### src/rtl/io_interrupt_bridge.sv
// Host-to-processor byte bridge: 4-deep inbound FIFO, interrupt/ack handshake, outbound change capture.
// Ports: clk, reset (sync, active-low), host_data/valid/ready, data_in, interrupt, current_address, data_out, out_data/valid, busy.
module io_interrupt_bridge #(
  parameter logic [7:0] ISR_ADDR    = 8'hF0,
  parameter int         HOLD_CYCLES = 8,
  parameter int         ACK_TIMEOUT = 16
) (
  input  logic       clk,
  input  logic       reset,
  input  logic [7:0] host_data,
  input  logic       host_valid,
  output logic       host_ready,
  output logic [7:0] data_in,
  output logic       interrupt,
  input  logic [7:0] current_address,
  input  logic [7:0] data_out,
  output logic [7:0] out_data,
  output logic       out_valid,
  output logic       busy
);

  localparam logic [2:0] S_IDLE = 3'd0;
  localparam logic [2:0] S_LOAD = 3'd1;
  localparam logic [2:0] S_IRQ  = 3'd2;
  localparam logic [2:0] S_WAIT = 3'd3;
  localparam logic [2:0] S_HOLD = 3'd4;

  localparam logic [7:0] TO_LAST   = 8'(ACK_TIMEOUT - 1);
  localparam logic [7:0] HOLD_LAST = 8'(HOLD_CYCLES - 1);

  logic [2:0] state;
  logic [7:0] mem [4];
  logic [1:0] wptr;
  logic [1:0] rptr;
  logic [2:0] count;
  logic [7:0] tcnt;
  logic [7:0] hcnt;
  logic [7:0] last;
  logic       push;
  logic       pop;
  logic       ack;

  assign host_ready = reset & ~count[2];
  assign push       = host_valid & host_ready;
  assign pop        = (state == S_IDLE) && (count != 3'd0);
  assign ack        = (current_address == ISR_ADDR);
  assign interrupt  = (state == S_IRQ);
  assign busy       = (state != S_IDLE);

  // Storage needs no reset; validity is tracked by count.
  always_ff @(posedge clk) begin
    if (push) mem[wptr] <= host_data;
  end

  always_ff @(posedge clk) begin
    if (!reset) begin
      state   <= S_IDLE;
      wptr    <= 2'd0;
      rptr    <= 2'd0;
      count   <= 3'd0;
      tcnt    <= 8'd0;
      hcnt    <= 8'd0;
      data_in <= 8'h00;
    end else begin
      if (push) wptr <= wptr + 2'd1;
      if (pop)  rptr <= rptr + 2'd1;
      if (push && !pop)      count <= count + 3'd1;
      else if (pop && !push) count <= count - 3'd1;

      unique case (state)
        S_IDLE: begin
          if (pop) begin
            data_in <= mem[rptr];
            state   <= S_LOAD;
          end
        end
        S_LOAD: state <= S_IRQ;
        S_IRQ: begin
          tcnt  <= 8'd0;
          state <= S_WAIT;
        end
        S_WAIT: begin
          // Acknowledge wins over a coincident timeout.
          if (ack) begin
            hcnt  <= 8'd0;
            state <= S_HOLD;
          end else if (tcnt == TO_LAST) begin
            state <= S_IRQ;
          end else begin
            tcnt <= tcnt + 8'd1;
          end
        end
        S_HOLD: begin
          if (hcnt == HOLD_LAST) state <= S_IDLE;
          else                   hcnt  <= hcnt + 8'd1;
        end
        default: state <= S_IDLE;
      endcase
    end
  end

  // Change detector; reset primes last so no strobe follows reset.
  always_ff @(posedge clk) begin
    last <= data_out;
    if (!reset) begin
      out_data  <= 8'h00;
      out_valid <= 1'b0;
    end else begin
      out_valid <= (data_out != last);
      if (data_out != last) out_data <= data_out;
    end
  end

endmodule

### config.mk
export PLATFORM = sky130hd
export DESIGN_NAME = io_interrupt_bridge
export DESIGN_NICKNAME = d
export VERILOG_FILES = /design/src/rtl/io_interrupt_bridge.sv
export SDC_FILE = /design/constraint.sdc
export NUM_CORES = 1
export LEC_CHECK = 0
export CAP_MARGIN = 10
export CORE_AREA = 8 8 98 100
export CTS_BUF_LIST = sky130_fd_sc_hd__clkbuf_16
export DETAILED_ROUTE_END_ITERATION = 10
export DIE_AREA = 0 0 106 108
export PLACE_DENSITY = 0.72
export SLEW_MARGIN = 20
export SYNTH_ARGS = -nofsm -noshare
export SYNTH_HDL_FRONTEND = slang
export SYNTH_SLANG_ARGS = --single-unit
### constraint.sdc
create_clock -name clk -period 2.5 [get_ports clk]
set_input_delay 0.5 -clock clk [delete_from_list [all_inputs] [get_ports clk]]
set_output_delay 0.5 -clock clk [all_outputs]
set_load 0.05 [all_outputs]
==> summary.txt, run 1 <==
Logic synthesis
  • Asr flop ratio synth: 0%
  • Sequential area share after synthesis: between 50% and 60%
  • Synth warn: 0
  • Syn Nets: approximately 340
  • Average size of a mapped cell: ~12 µm²
  • Number of synthesized flops with an enable pin: 32
  • Seq cells post-synth: just over 80
  • Primary FF master, synth: dfxtp_1
  • Post-synthesis cell type count: between 50 and 60
  • Cell Area, Synth: around 3500 µm²
  • Cells after synthesis: 306

Power and ir drop
  • Leakage: between 1.5 and 2 nW
  • Worst IR drop on VDD: a little over 600 µV
  • Power density over cell area: between 900 and 1000 nW/µm²

CTS
  • Max clock buf depth: 2
  • Total CTS buffers: 9
  • Skew-Pair Late Insertion Delay: between 0.3 and 0.4 ns
  • Post-CTS setup buffer count: 0
  • Clk slew on worst S/H paths: ~0.07 ns
  • PostCTS Resize Cnt: 0
  • CTS Hold Buffers Added: 0
  • # H-tree levels: 3
  • CTS root buffer: clkbuf_16
  • Clock tree from TritonCTS: yes
  • Clock Sinks: 83

Setup path
  • Critical path arrival: around 1.9 ns
  • Setup crit end kind: primary output
  • Flop-to-flop setup slack: between 0.3 and 0.4 ns
  • Worst Reg2Reg Path Length in Cells: 8
  • Worst Path Required: around 2 ns
  • Critical Path Start Type: flip-flop
  • Reg-to-reg startpoint: count[2]$_SDFFE_PN0P_
  • CP max FO: 7
  • Capture point of the worst reg-to-reg path: count[2]$_SDFFE_PN0P_
  • Crit path kind: flip-flop to primary output

Hold path
  • Hold path endpoint: out_data[7]$_SDFFE_PN0P_
  • Hold path depth: 2
  • Worst Hold Class: flip-flop to flip-flop
  • Hold_sp: out_data[7]$_SDFFE_PN0P_

Placed design
  • Port Buffers: between 40 and 50
  • Placed cells: about 450
  • Placer Congestion: about 0.82
  • Setup slack at placement: -0.0489 ns
  • HPWL Detailed: just over 5000 µm
  • Post-DP Area: ~4200 µm²

Routing
  • Post-Route WL: 7440 µm
  • Vias: about 2600
  • Iteration count of the initial detailed-routing pass: 4
  • First DRT Iteration DRCs: 80
  • # DRC: 0
  • DRT antenna net count: 0
  • Routed vias/inst: 5.47
  • Avg WL per Cell: 15.9 µm

STA
  • Final setup vio count: 0
  • Period minus WS final: approximately 2.4 ns
  • Worst-case clock skew: between 0.006 and 0.007 ns
  • Slew Limit Fails: 0
  • Final hold vios: 0
  • Worst Tran Pin Value: about 0.64 ns
  • Setup ws final: 0.118 ns
  • Worst slew margin: between 50% and 60%
  • Fmax: 420 MHz
  • RSZ-0062 raised after global routing: no
  • Final period util: between 90 and 100%

Global routing
  • Total grt overflow: 0
  • Pin count of the biggest net entering global routing: 24
  • Global-route wire length before repair: approximately 13000 µm
  • Vias in the first global route: ~2700
  • GRT Total Usage: approximately 14%
  • Antenna violations before repair: 0

Run
  • Maxcap violations: 0

Layout
  • Utilization after layout: 56.1%
  • Cell area after layout: 4520 µm²
  • Final Non-Filler Cells: around 470
  • Antenna diodes: 0
  • Final net count: slightly below 400
  • Commonest non-fill, non-tap cells in the layout: dfxtp_1 (51), clkdlybuf4s50_1 (44), edfxtp_1 (32)
  • Synth-to-Final Area Change: 27.7%
  • Share of cells above drive strength 1: a little over an eighth
  • Most common cell after layout, fill and taps aside: dfxtp_1

Floorplan
  • Die Area: approximately 11000 µm²
  • # IOs: 47
  • Placement row count: 33
  • Chip width: 106 µm
  • Initial Util: between 40% and 50%
  • Die Span Y: roughly 110 µm
  • Core ar.: between 8000 and 9000 µm²

Outcome
  • Outcome: completed
## layer usage
| metal | part of all wire, % | track usage [%] |
|---|---|---|
| met1 | 43 | 14.7 |
| met2 | 52 | 24.9 |
| met3 | 3.5 | 4.05 |
| met4 | 1.1 | 4.22 |
| met5 | 0 | 0 |
## synthesized netlist by cell type (6+ instances only)
cell      count  area share [%]
dfxtp_1      51              29
mux2i_1       9             2.5
nand2_1      14             1.5
a21oi_1      21             3.0
o21ai_0      11             1.6
mux4_2        8             5.1
nor2_1       21             2.2
ha_1          7             2.5
edfxtp_1     32              27
xnor2_1       9             2.2
clkbuf_1     12             1.3
nand3_1      21             3.0
and3_1        7             1.2
nand4_1       6             1.1
inv_1         7            0.74
## power by group
group          switching, W  total, W  internal [W]
Clock              0.000563   0.00156      0.000993
Combinational      0.000668   0.00115      0.000479
Sequential         0.000124   0.00167       0.00155
## kinds of logic (layout without fill, tap and decap cells)
| family | count (synthesis) | after routing | share of synthesized area [%] |
|---|---|---|---|
| compound gates | 61 | 61 | 11.6 |
| xor+xnor | 13 | 13 | 3.22 |
| fa+ha+maj | 8 | 8 | 3.04 |
| buf+inv | 23 | 80 | 2.69 |
| flops | 83 | 83 | 56.0 |
| mux | 17 | 17 | 7.64 |
| simple gates | 101 | 101 | 15.8 |
## cell type report
cell class,instances,area [µm²]
tap,105,131
fill,693,3530
clock inverter,7,128
clock buffer,9,225
inverter,7,26.3
timing repair buffer,57,551
multi-input combinational,200,1470
sequential,83,1980
## worst max-delay path, stage by stage (launching register included)
cell,delay (ns)
dfxtp_1,0.45
nand2b_1,0.11
nor2_1,0.16
clkdlybuf4s50_1,0.83
## registers in the layout, indices dropped and copies added (netlist names)
name       flops
mem           32
data_in        8
hcnt           8
last           8
out_data       8
tcnt           8
count          3
state          3
rptr           2
wptr           2
out_valid      1
## worst max-delay path by stage
stage                           from               endpoint  slack (ns)  cells past startpoint
2_1_floorplan                  reset  count[2]$_SDFFE_PN0P_        0.02                     10
3_3_place_gp                   reset  count[2]$_SDFFE_PN0P_        0.02                      9
3_5_place_dp                   reset  count[2]$_SDFFE_PN0P_       -0.05                      9
4_1_cts        state[1]$_SDFFE_PN0P_              interrupt        0.10                      3
5_1_grt        state[1]$_SDFFE_PN0P_              interrupt        0.07                      3
6_report       state[1]$_SDFFE_PN0P_              interrupt        0.12                      3
## stage by stage
step	power, W	hold slack (ns)	setup TNS (ns)
floorplan	0.00247	0.460	0
global placement	0.00282	0.457	0
detailed placement	0.00286	0.467	-0.0489
CTS	0.00441	0.477	0
global route	0.00457	0.500	0
finish	0.00437	0.469	0
No activity file was read; power rests on OpenSTA's default activity.
==> run 2: changes to the inputs <==
--- a/config.mk
+++ b/config.mk
@@ -5,6 +5,7 @@
 export SDC_FILE = /design/constraint.sdc
 export NUM_CORES = 1
 export LEC_CHECK = 0
+export ABC_CLOCK_PERIOD_IN_PS = 2500
 export CAP_MARGIN = 10
 export CORE_AREA = 8 8 98 100
 export CTS_BUF_LIST = sky130_fd_sc_hd__clkbuf_16
==> results of run 2 <==
The final DEF is identical to that of run 1; final timing and power are the same.
==> run 3: changes to the inputs <==
--- a/config.mk
+++ b/config.mk
@@ -12,7 +12,7 @@
 export DETAILED_ROUTE_END_ITERATION = 10
 export DIE_AREA = 0 0 106 108
 export PLACE_DENSITY = 0.72
-export SLEW_MARGIN = 20
+export SLEW_MARGIN = 40
 export SYNTH_ARGS = -nofsm -noshare
 export SYNTH_HDL_FRONTEND = slang
 export SYNTH_SLANG_ARGS = --single-unit
==> results of run 3 <==
The final DEF is identical to that of run 1; final timing and power are the same.
